### config.mk
export PLATFORM = sky130hd
export DESIGN_NAME = ws_array_controller
export DESIGN_NICKNAME = d
export VERILOG_FILES = /design/src/rtl/ws_ctrl_pkg.sv /design/src/rtl/ws_valid_delay_line.sv /design/src/rtl/ws_array_controller.sv
export SDC_FILE = /design/constraint.sdc
export NUM_CORES = 1
export LEC_CHECK = 0
export ABC_AREA = 1
export CAP_MARGIN = 20
export CORE_ASPECT_RATIO = 2
export CORE_MARGIN = 2
export CORE_UTILIZATION = 47
export DETAILED_ROUTE_END_ITERATION = 7
export MAX_ROUTING_LAYER = met4
export PLACE_DENSITY = 0.69
export SLEW_MARGIN = 20
export SYNTH_ARGS = -nofsm -noshare
export SYNTH_HDL_FRONTEND = slang
export SYNTH_SLANG_ARGS = --single-unit
### constraint.sdc
create_clock -name clk -period 5.1 [get_ports clk]
set_clock_uncertainty 0.05 [all_clocks]
set_input_delay 0.51 -clock clk [delete_from_list [all_inputs] [get_ports clk]]
set_output_delay 0.51 -clock clk [all_outputs]
set_load 0.05 [all_outputs]
### src/rtl/ws_ctrl_pkg.sv
// Shared types for the weight-stationary array controller: FSM state encoding
// and the array fill/drain latency helper.
package ws_ctrl_pkg;

  typedef enum logic [2:0] {
    IDLE,
    CLEAR,
    WLOAD,
    STREAM,
    DRAIN,
    DONE
  } ws_state_e;

  // Cycles from an input entering column 0 to its psum leaving the bottom row.
  function automatic int drain_lat(input int rows, input int cols);
    return rows + cols - 1;
  endfunction

endpackage

### src/rtl/ws_valid_delay_line.sv
// Fixed DEPTH-cycle valid delay line with synchronous flush.
// Latency DEPTH cycles; no backpressure, shifts every cycle.
module ws_valid_delay_line #(
  parameter int DEPTH = 7
) (
  input  logic clk,
  input  logic rst,
  input  logic flush,
  input  logic din,
  output logic dout
);

  logic [DEPTH-1:0] sr_q;
  logic [DEPTH-1:0] sr_d;

  generate
    if (DEPTH == 1) begin : g_single
      always_comb begin
        sr_d = flush ? 1'b0 : din;
      end
    end else begin : g_multi
      always_comb begin
        sr_d = flush ? '0 : {sr_q[DEPTH-2:0], din};
      end
    end
  endgenerate

  always_ff @(posedge clk or posedge rst) begin
    if (rst) begin
      sr_q <= '0;
    end else begin
      sr_q <= sr_d;
    end
  end

  assign dout = sr_q[DEPTH-1];

endmodule

### src/rtl/ws_array_controller.sv
// Job sequencer for a weight-stationary PE array: clear, load ROWS weight rows, stream
// cfg_num_vec inputs, drain ROWS+COLS-1 cycles; stalls follow w_valid/if_valid.
module ws_array_controller
  import ws_ctrl_pkg::*;
#(
  parameter int ROWS      = 4,
  parameter int COLS      = 4,
  parameter int CNT_WIDTH = 16
) (
  input  logic                 clk,
  input  logic                 rst,
  input  logic                 start,
  input  logic                 abort,
  input  logic [CNT_WIDTH-1:0] cfg_num_vec,
  input  logic                 w_valid,
  output logic                 w_ready,
  input  logic                 if_valid,
  output logic                 if_ready,
  output logic                 wclr,
  output logic                 iclr,
  output logic [ROWS-1:0]      wload_row,
  output logic                 iload_valid,
  output logic                 psum_capture,
  output logic                 busy,
  output logic                 done,
  output logic                 err_zero_len
);

  localparam int DRAIN_LAT = drain_lat(ROWS, COLS);
  localparam int RW        = (ROWS > 1) ? $clog2(ROWS) : 1;
  localparam int DW        = $clog2(DRAIN_LAT + 1);

  ws_state_e            state_q, state_d;
  logic [RW-1:0]        row_q, row_d;
  logic [CNT_WIDTH-1:0] vec_q, vec_d;
  logic [CNT_WIDTH-1:0] num_q, num_d;
  logic [DW-1:0]        drn_q, drn_d;
  logic                 clr_q, clr_d;
  logic                 w_ready_q, w_ready_d;
  logic                 if_ready_q, if_ready_d;
  logic                 busy_q, busy_d;
  logic                 done_q, done_d;
  logic                 err_q, err_d;

  logic w_hs;
  logic if_hs;
  logic abort_take;

  assign w_hs       = w_valid & w_ready_q;
  assign if_hs      = if_valid & if_ready_q;
  assign abort_take = abort && (state_q != IDLE);

  always_comb begin
    state_d = state_q;
    row_d   = row_q;
    vec_d   = vec_q;
    num_d   = num_q;
    drn_d   = drn_q;
    err_d   = 1'b0;

    case (state_q)
      IDLE: begin
        if (start) begin
          if (cfg_num_vec != '0) begin
            state_d = CLEAR;
            num_d   = cfg_num_vec;
          end else begin
            err_d = 1'b1;
          end
        end
      end
      CLEAR: state_d = WLOAD;
      WLOAD: begin
        if (w_hs) begin
          if (row_q == RW'(ROWS - 1)) begin
            row_d   = '0;
            state_d = STREAM;
          end else begin
            row_d = row_q + RW'(1);
          end
        end
      end
      STREAM: begin
        // Compare against the job's latched length; cfg_num_vec may change mid-job.
        if (if_hs) begin
          if (vec_q == num_q - CNT_WIDTH'(1)) begin
            vec_d   = '0;
            state_d = DRAIN;
          end else begin
            vec_d = vec_q + CNT_WIDTH'(1);
          end
        end
      end
      DRAIN: begin
        if (drn_q == DW'(DRAIN_LAT - 1)) begin
          drn_d   = '0;
          state_d = DONE;
        end else begin
          drn_d = drn_q + DW'(1);
        end
      end
      DONE:    state_d = IDLE;
      default: state_d = IDLE;
    endcase

    if (abort_take) begin
      state_d = IDLE;
      row_d   = '0;
      vec_d   = '0;
      drn_d   = '0;
    end

    // Outputs are decoded from the next state so they register alongside it.
    clr_d      = (state_d == CLEAR) || abort_take;
    w_ready_d  = (state_d == WLOAD);
    if_ready_d = (state_d == STREAM);
    busy_d     = (state_d != IDLE);
    done_d     = (state_d == DONE);
  end

  always_ff @(posedge clk or posedge rst) begin
    if (rst) begin
      state_q    <= IDLE;
      row_q      <= '0;
      vec_q      <= '0;
      num_q      <= '0;
      drn_q      <= '0;
      clr_q      <= 1'b0;
      w_ready_q  <= 1'b0;
      if_ready_q <= 1'b0;
      busy_q     <= 1'b0;
      done_q     <= 1'b0;
      err_q      <= 1'b0;
    end else begin
      state_q    <= state_d;
      row_q      <= row_d;
      vec_q      <= vec_d;
      num_q      <= num_d;
      drn_q      <= drn_d;
      clr_q      <= clr_d;
      w_ready_q  <= w_ready_d;
      if_ready_q <= if_ready_d;
      busy_q     <= busy_d;
      done_q     <= done_d;
      err_q      <= err_d;
    end
  end

  ws_valid_delay_line #(
    .DEPTH(DRAIN_LAT)
  ) u_psum_dly (
    .clk  (clk),
    .rst  (rst),
    .flush(abort_take),
    .din  (iload_valid),
    .dout (psum_capture)
  );

  assign w_ready      = w_ready_q;
  assign if_ready     = if_ready_q;
  assign wclr         = clr_q;
  assign iclr         = clr_q;
  assign wload_row    = w_hs ? (ROWS'(1) << row_q) : '0;
  assign iload_valid  = if_hs;
  assign busy         = busy_q;
  assign done         = done_q;
  assign err_zero_len = err_q;

endmodule
Word-level counts from Yosys, hierarchy flattened
Cells that the tools add are included.
W data, S select, Z words.
- register bits after elaboration: 53
- input bits: 22
- output and inout bits: 13
- word-level logic and storage cells: 69
- add/subtract/negate cells: 4
- equal/unequal tests: 11
- shift operators: 1
- mux-type cells: 25
- bitwise operators: 2
- reductions and logical operators: 14
- operators by type and width (cell ; count):
    $mux W16 ; 4
    $mux W3 ; 11
    $add A16 B1 Y16 const B ; 1
    $eq A16 B16 Y1 ; 1
    $reduce_bool A16 Y1 ; 1
    $sub A16 B1 Y16 const B ; 1
    $pmux W3 S5 ; 1
    $eq A3 B2 Y1 const B ; 4
    $reduce_bool A2 Y1 ; 5
    $eq A3 B3 Y1 const B ; 3
    $mux W2 ; 4
    $mux W7 ; 1
    $eq A3 B1 Y1 const B ; 2
    $reduce_bool A3 Y1 ; 2
    $mux W4 ; 1
    $reduce_and A2 Y1 ; 2
    $shl A1 B2 Y4 const A ; 1
    $add A3 B1 Y3 const B ; 1
    $logic_not A3 Y1 ; 1
    $mux W1 ; 3
    $reduce_and A3 Y1 ; 1
    $add A2 B1 Y2 const B ; 1
    $and A1 B1 Y1 ; 2
    $eq A2 B2 Y1 const B ; 1
    other kinds (2) ; 2

Longest topological paths before layout
- depth after elaboration: 8
- gate-level depth with buffers: 17
- depth with buffers taken out: 17

By module
From an unflattened synthesis, not the netlist that was laid out.
- cells, all modules: 466
- area total of the unflattened synthesis: 3304.4 um^2
- by module, submodules not included (module ; times used ; cells an instance ; area an instance (um^2)):
    ws_array_controller ; 1 ; 444 ; 3072.9
    ws_valid_delay_line ; 1 ; 22 ; 231.5

Worst setup path after synthesis
No wires, ideal clock.
- kind: register to register
- start point: reg w_ready_q, in the netlist w_ready
- end point: reg w_ready_q, in the netlist w_ready
- arrival: 2.012 ns
- data required time: 4.937 ns
- path slack: 2.925 ns
- cell stages (with the launch flop): 10
- clock period less this slack: 2.175 ns
- cell sequence: dfrtp_1 -> nand2_1 -> nor2_1 -> a21oi_1 -> nand2_1 -> inv_1 -> nand2_2 -> nand2_4 -> nand2_1 -> inv_1
- longest elaborated chain between the ends: 5
- ends and longest elaborated chain (what ; RTL line ; source):
    start, declared ; ws_array_controller.sv:39 ; logic w_ready_q, w_ready_d;
    start signal, assigned ; ws_array_controller.sv:141 ; w_ready_q <= w_ready_d;
    $and A1 B1 Y1 ; ws_array_controller.sv:49 ; assign w_hs = w_valid & w_ready_q;
    $mux W3 ; ws_array_controller.sv:74 ; if (w_hs) begin
    $pmux W3 S5 ; ws_array_controller.sv:61 ; case (state_q)
    $mux W3 ; ws_array_controller.sv:106 ; if (abort_take) begin
    $eq A3 B2 Y1 ; ws_array_controller.sv:115 ; w_ready_d = (state_d == WLOAD);
    named net w_ready_d ; ws_array_controller.sv:39 ;
The timed path passes the listed nets, and every way through them passes these cells.
A chain may end at the register's enable or synchronous reset.

Final worst setup path
- start point: in w_valid
- end point: out wload_row[3]
- longest elaborated chain between the ends: 2
- ends and longest elaborated chain (what ; RTL line ; source):
    start, declared ; ws_array_controller.sv:15 ; input logic w_valid,
    $and A1 B1 Y1 ; ws_array_controller.sv:49 ;
    $mux W4 ; ws_array_controller.sv:163 ; assign wload_row = w_hs ? (ROWS'(1) << row_q) : '0;
    end, declared ; ws_array_controller.sv:21 ; output logic [ROWS-1:0] wload_row,
Every way passes these cells.

==> flow_summary.yaml <==
run_status:
  result_of_the_run: "finished clean"
synthesis:
  synth_sequential_area_ratio: 0.4147
  ys_async_sr_fraction: 1.000
  synth.top_cells.by_area: "sky130_fd_sc_hd__dfrtp_1, sky130_fd_sc_hd__nand2_1, sky130_fd_sc_hd__inv_1, sky130_fd_sc_hd__nor2_1, sky130_fd_sc_hd__nand3_1"
  ys_warn_count: 0
  synth_edf_count: 0
  ys.flop_type: "sky130_fd_sc_hd__dfrtp_1"
  post_synth_inst_count: 403
  synth_top_area_cell: "sky130_fd_sc_hd__dfrtp_1"
  mappedNetlistArea_sq_um: 3198
  synth.ff_latch_count: 53
  avgSynthCellArea_sq_um: 7.936
  top_cell_type_s_share_of_synthesized_area: 0.4147
  synth.lib_cells_used.distinct: 36
  synth_fp_nets: 431
cts:
  tritoncts: "yes"
  cts_repair_resize_count: 0
  clockRootBuffer: "sky130_fd_sc_hd__clkbuf_16"
  cts.sinks: 53
  cts.path.max_buffers: 2
  cts_made_buffers: 5
  worst_skew_pair.late_latency_ns: 0.29
  htree_levels: 2
  cts.repair_timing.setup_buffer_count: 0
  cts.reportedPaths.clkPinSlew_ns: 0.07
  cts_hold_buf: 0
worst_setup_path:
  maximum_net_fanout_on_the_critical_path: 5
  critPathRequiredTime_ns: 4.54
  critPathCaptureType: "primary output"
  timing.setup.critical_path_class: "in2out"
  critPathArrivalTime_ns: 2.07
  worst_setup_path_start_kind: "input pin"
detailed_routing:
  wire_per_inst_um: 14.07
  drtPass1Iterations: 5
  routed_via_density: 5.093
  drt-total-wl_mm: 7.428
  antenna_violating_nets_post_route: 0
  initialDrtViolationCount: 100
  via_count: 2689
  post-route-drc-count: 0
global_routing:
  overflow: 0
  grt_start_max_net_pins: 54
  gr-usage-all-layers: 0.2235
  via_count_of_the_first_global_routing_pass: 2744
  global_route_wire_length_before_repair_mm: 12.68
  initial_antenna_violation_count: 0
cells_and_area:
  finalNetCount: 467
  ff_latch_area_sq_um: 1326
  n_antenna_cell: 0
  highest_count_cells_in_the_layout_ignoring_fill_and_taps: "sky130_fd_sc_hd__nand2_1, sky130_fd_sc_hd__inv_1, sky130_fd_sc_hd__nor2_1, sky130_fd_sc_hd__dfrtp_1, sky130_fd_sc_hd__clkdlybuf4s50_1"
  fraction_of_the_core_area_covered_by_cells_at_the_end_of_the_flow: 0.5724
  synthToLayoutAreaGrowth_pct: 18.51
  mostFrequentLayoutCell: "sky130_fd_sc_hd__nand2_1"
  combined_area_of_the_multi_input_logic_cells_sq_um: 1594
  proportion_of_layout_cells_with_a_drive_suffix_above_1: 0.1273
  final.fill_count: 660
sta:
  final.setup.tns_ns: 0
  grt_setup_unrepaired: "no"
  post-route-period-util: 0.5166
  worst_pin_slew_ns: 0.9810
  worst_slew_margin_rel: 0.3442
  timing.final.hold_violations: 0
  maxSlewViolCount: 0
  max_freq_ghz: 0.3796
  final.min_clock_period_ns: 2.635
  setup-violations-final: 0
floorplan:
  std_cell_rows: 42
  fp.dieW_um: 62.33
  die_h_um: 120.7
  io-pin-count: 35
  floorplan.initialDensity: 0.4830
  placeableCoreArea_sq_um: 6621
  die_area_sq_um: 7520
placement:
  place.port_buffers: 34
  globalplace.congestion: 0.8476
  post-dp-hpwl_mm: 5.819
job:
  drv.max_cap_violation_count: 0
power_and_ir_drop:
  leakagePower_nw: 1.836
  vdd_drop_max_uv: 342.0
  power_density_nw_per_um2: 429.2
min_path:
  worst_hold_path_type: "reg2reg"
==> critical path, cell delays in order <==
cell                              delay, ns
sky130_fd_sc_hd__clkdlybuf4s50_1       0.45
sky130_fd_sc_hd__nand2_1               0.11
sky130_fd_sc_hd__nor2_1                0.16
sky130_fd_sc_hd__clkdlybuf4s50_1       0.83
==> Yosys cell counts, types with 7 or more instances <==
cell type,instances
sky130_fd_sc_hd__nor2_1,56
sky130_fd_sc_hd__mux2_2,8
sky130_fd_sc_hd__o21ai_0,12
sky130_fd_sc_hd__o21ai_1,12
sky130_fd_sc_hd__nand2_1,75
sky130_fd_sc_hd__inv_1,63
sky130_fd_sc_hd__nand3_1,18
sky130_fd_sc_hd__nand2_2,7
sky130_fd_sc_hd__dfrtp_1,53
sky130_fd_sc_hd__a21oi_1,14
sky130_fd_sc_hd__xor2_1,10
==> registers in the layout, summed over array words and instances (netlist names) <==
signal,count
busy,1
done,1
drn_q,3
err_zero_len,1
iclr,1
if_ready,1
num_q,16
row_q,2
state_q,3
u_psum_dly.sr_q,7
vec_q,16
w_ready,1
==> power breakdown <==
group / internal [W] / leakage (nW) / switching [W]
sequential: 0.000519 / 0.686 / 0.000103
combinational: 0.000235 / 1.07 / 0.000384
clock: 0.000233 / 0.0810 / 0.000153
==> path summary, 6_finish.rpt <==
kind	startpoint	endpoint	slack, ns	cells after the start
worst min register to register	u_psum_dly.sr_q[0]	u_psum_dly.sr_q[1]	0.43	2
min in group asynchronous	rst	vec_q[8]	0.66	3
worst max register to register	state_q[1]	vec_q[14]	2.81	9
max in group asynchronous	rst	num_q[3]	3.87	3
worst min-delay path	u_psum_dly.sr_q[0]	u_psum_dly.sr_q[1]	0.43	2
worst max-delay path	w_valid	wload_row[3]	2.47	4
==> area by class of cell <==
class / instances / area share
sequential: 53 / 0.3500
timing repair buffer: 35 / 0.09178
clock inverter: 2 / 0.01023
multi-input combinational: 279 / 0.4206
tap: 88 / 0.02905
inverter: 65 / 0.06438
clock buffer: 6 / 0.03400
==> routing by layer <==
layer / wire length, um / track usage / share of wire
met4: 152 / 0.1028 / 0.020
met1: 2635 / 0.2230 / 0.35
met5: 0 / - / 0
met3: 196 / 0.02605 / 0.026
met2: 4444 / 0.4273 / 0.60
==> cell families after synthesis <==
kind of cell / count (synthesis) / synth area share
simple gates: 201 / 0.3146
buf+inv: 71 / 0.08764
xor+xnor: 17 / 0.05086
compound gates: 47 / 0.08060
flops: 53 / 0.4147
fa+ha+maj: 6 / 0.02347
mux: 8 / 0.02817
==> metrics by stage <==
stage	total power [W]	worst slack, ns	hold slack, ns	instance area (sq um)	cells
after detailed placement	0.001255	2.166	0.4178	3620	520
after floorplan	0.001087	2.925	0.3981	3198	403
after global placement	0.001237	2.262	0.4042	3620	520
after global routing	0.001750	2.346	0.4444	3790	528
after CTS	0.001644	2.426	0.4290	3787	528
final	0.001626	2.465	0.4253	3790	528
Power figures use the tool's default switching activity.
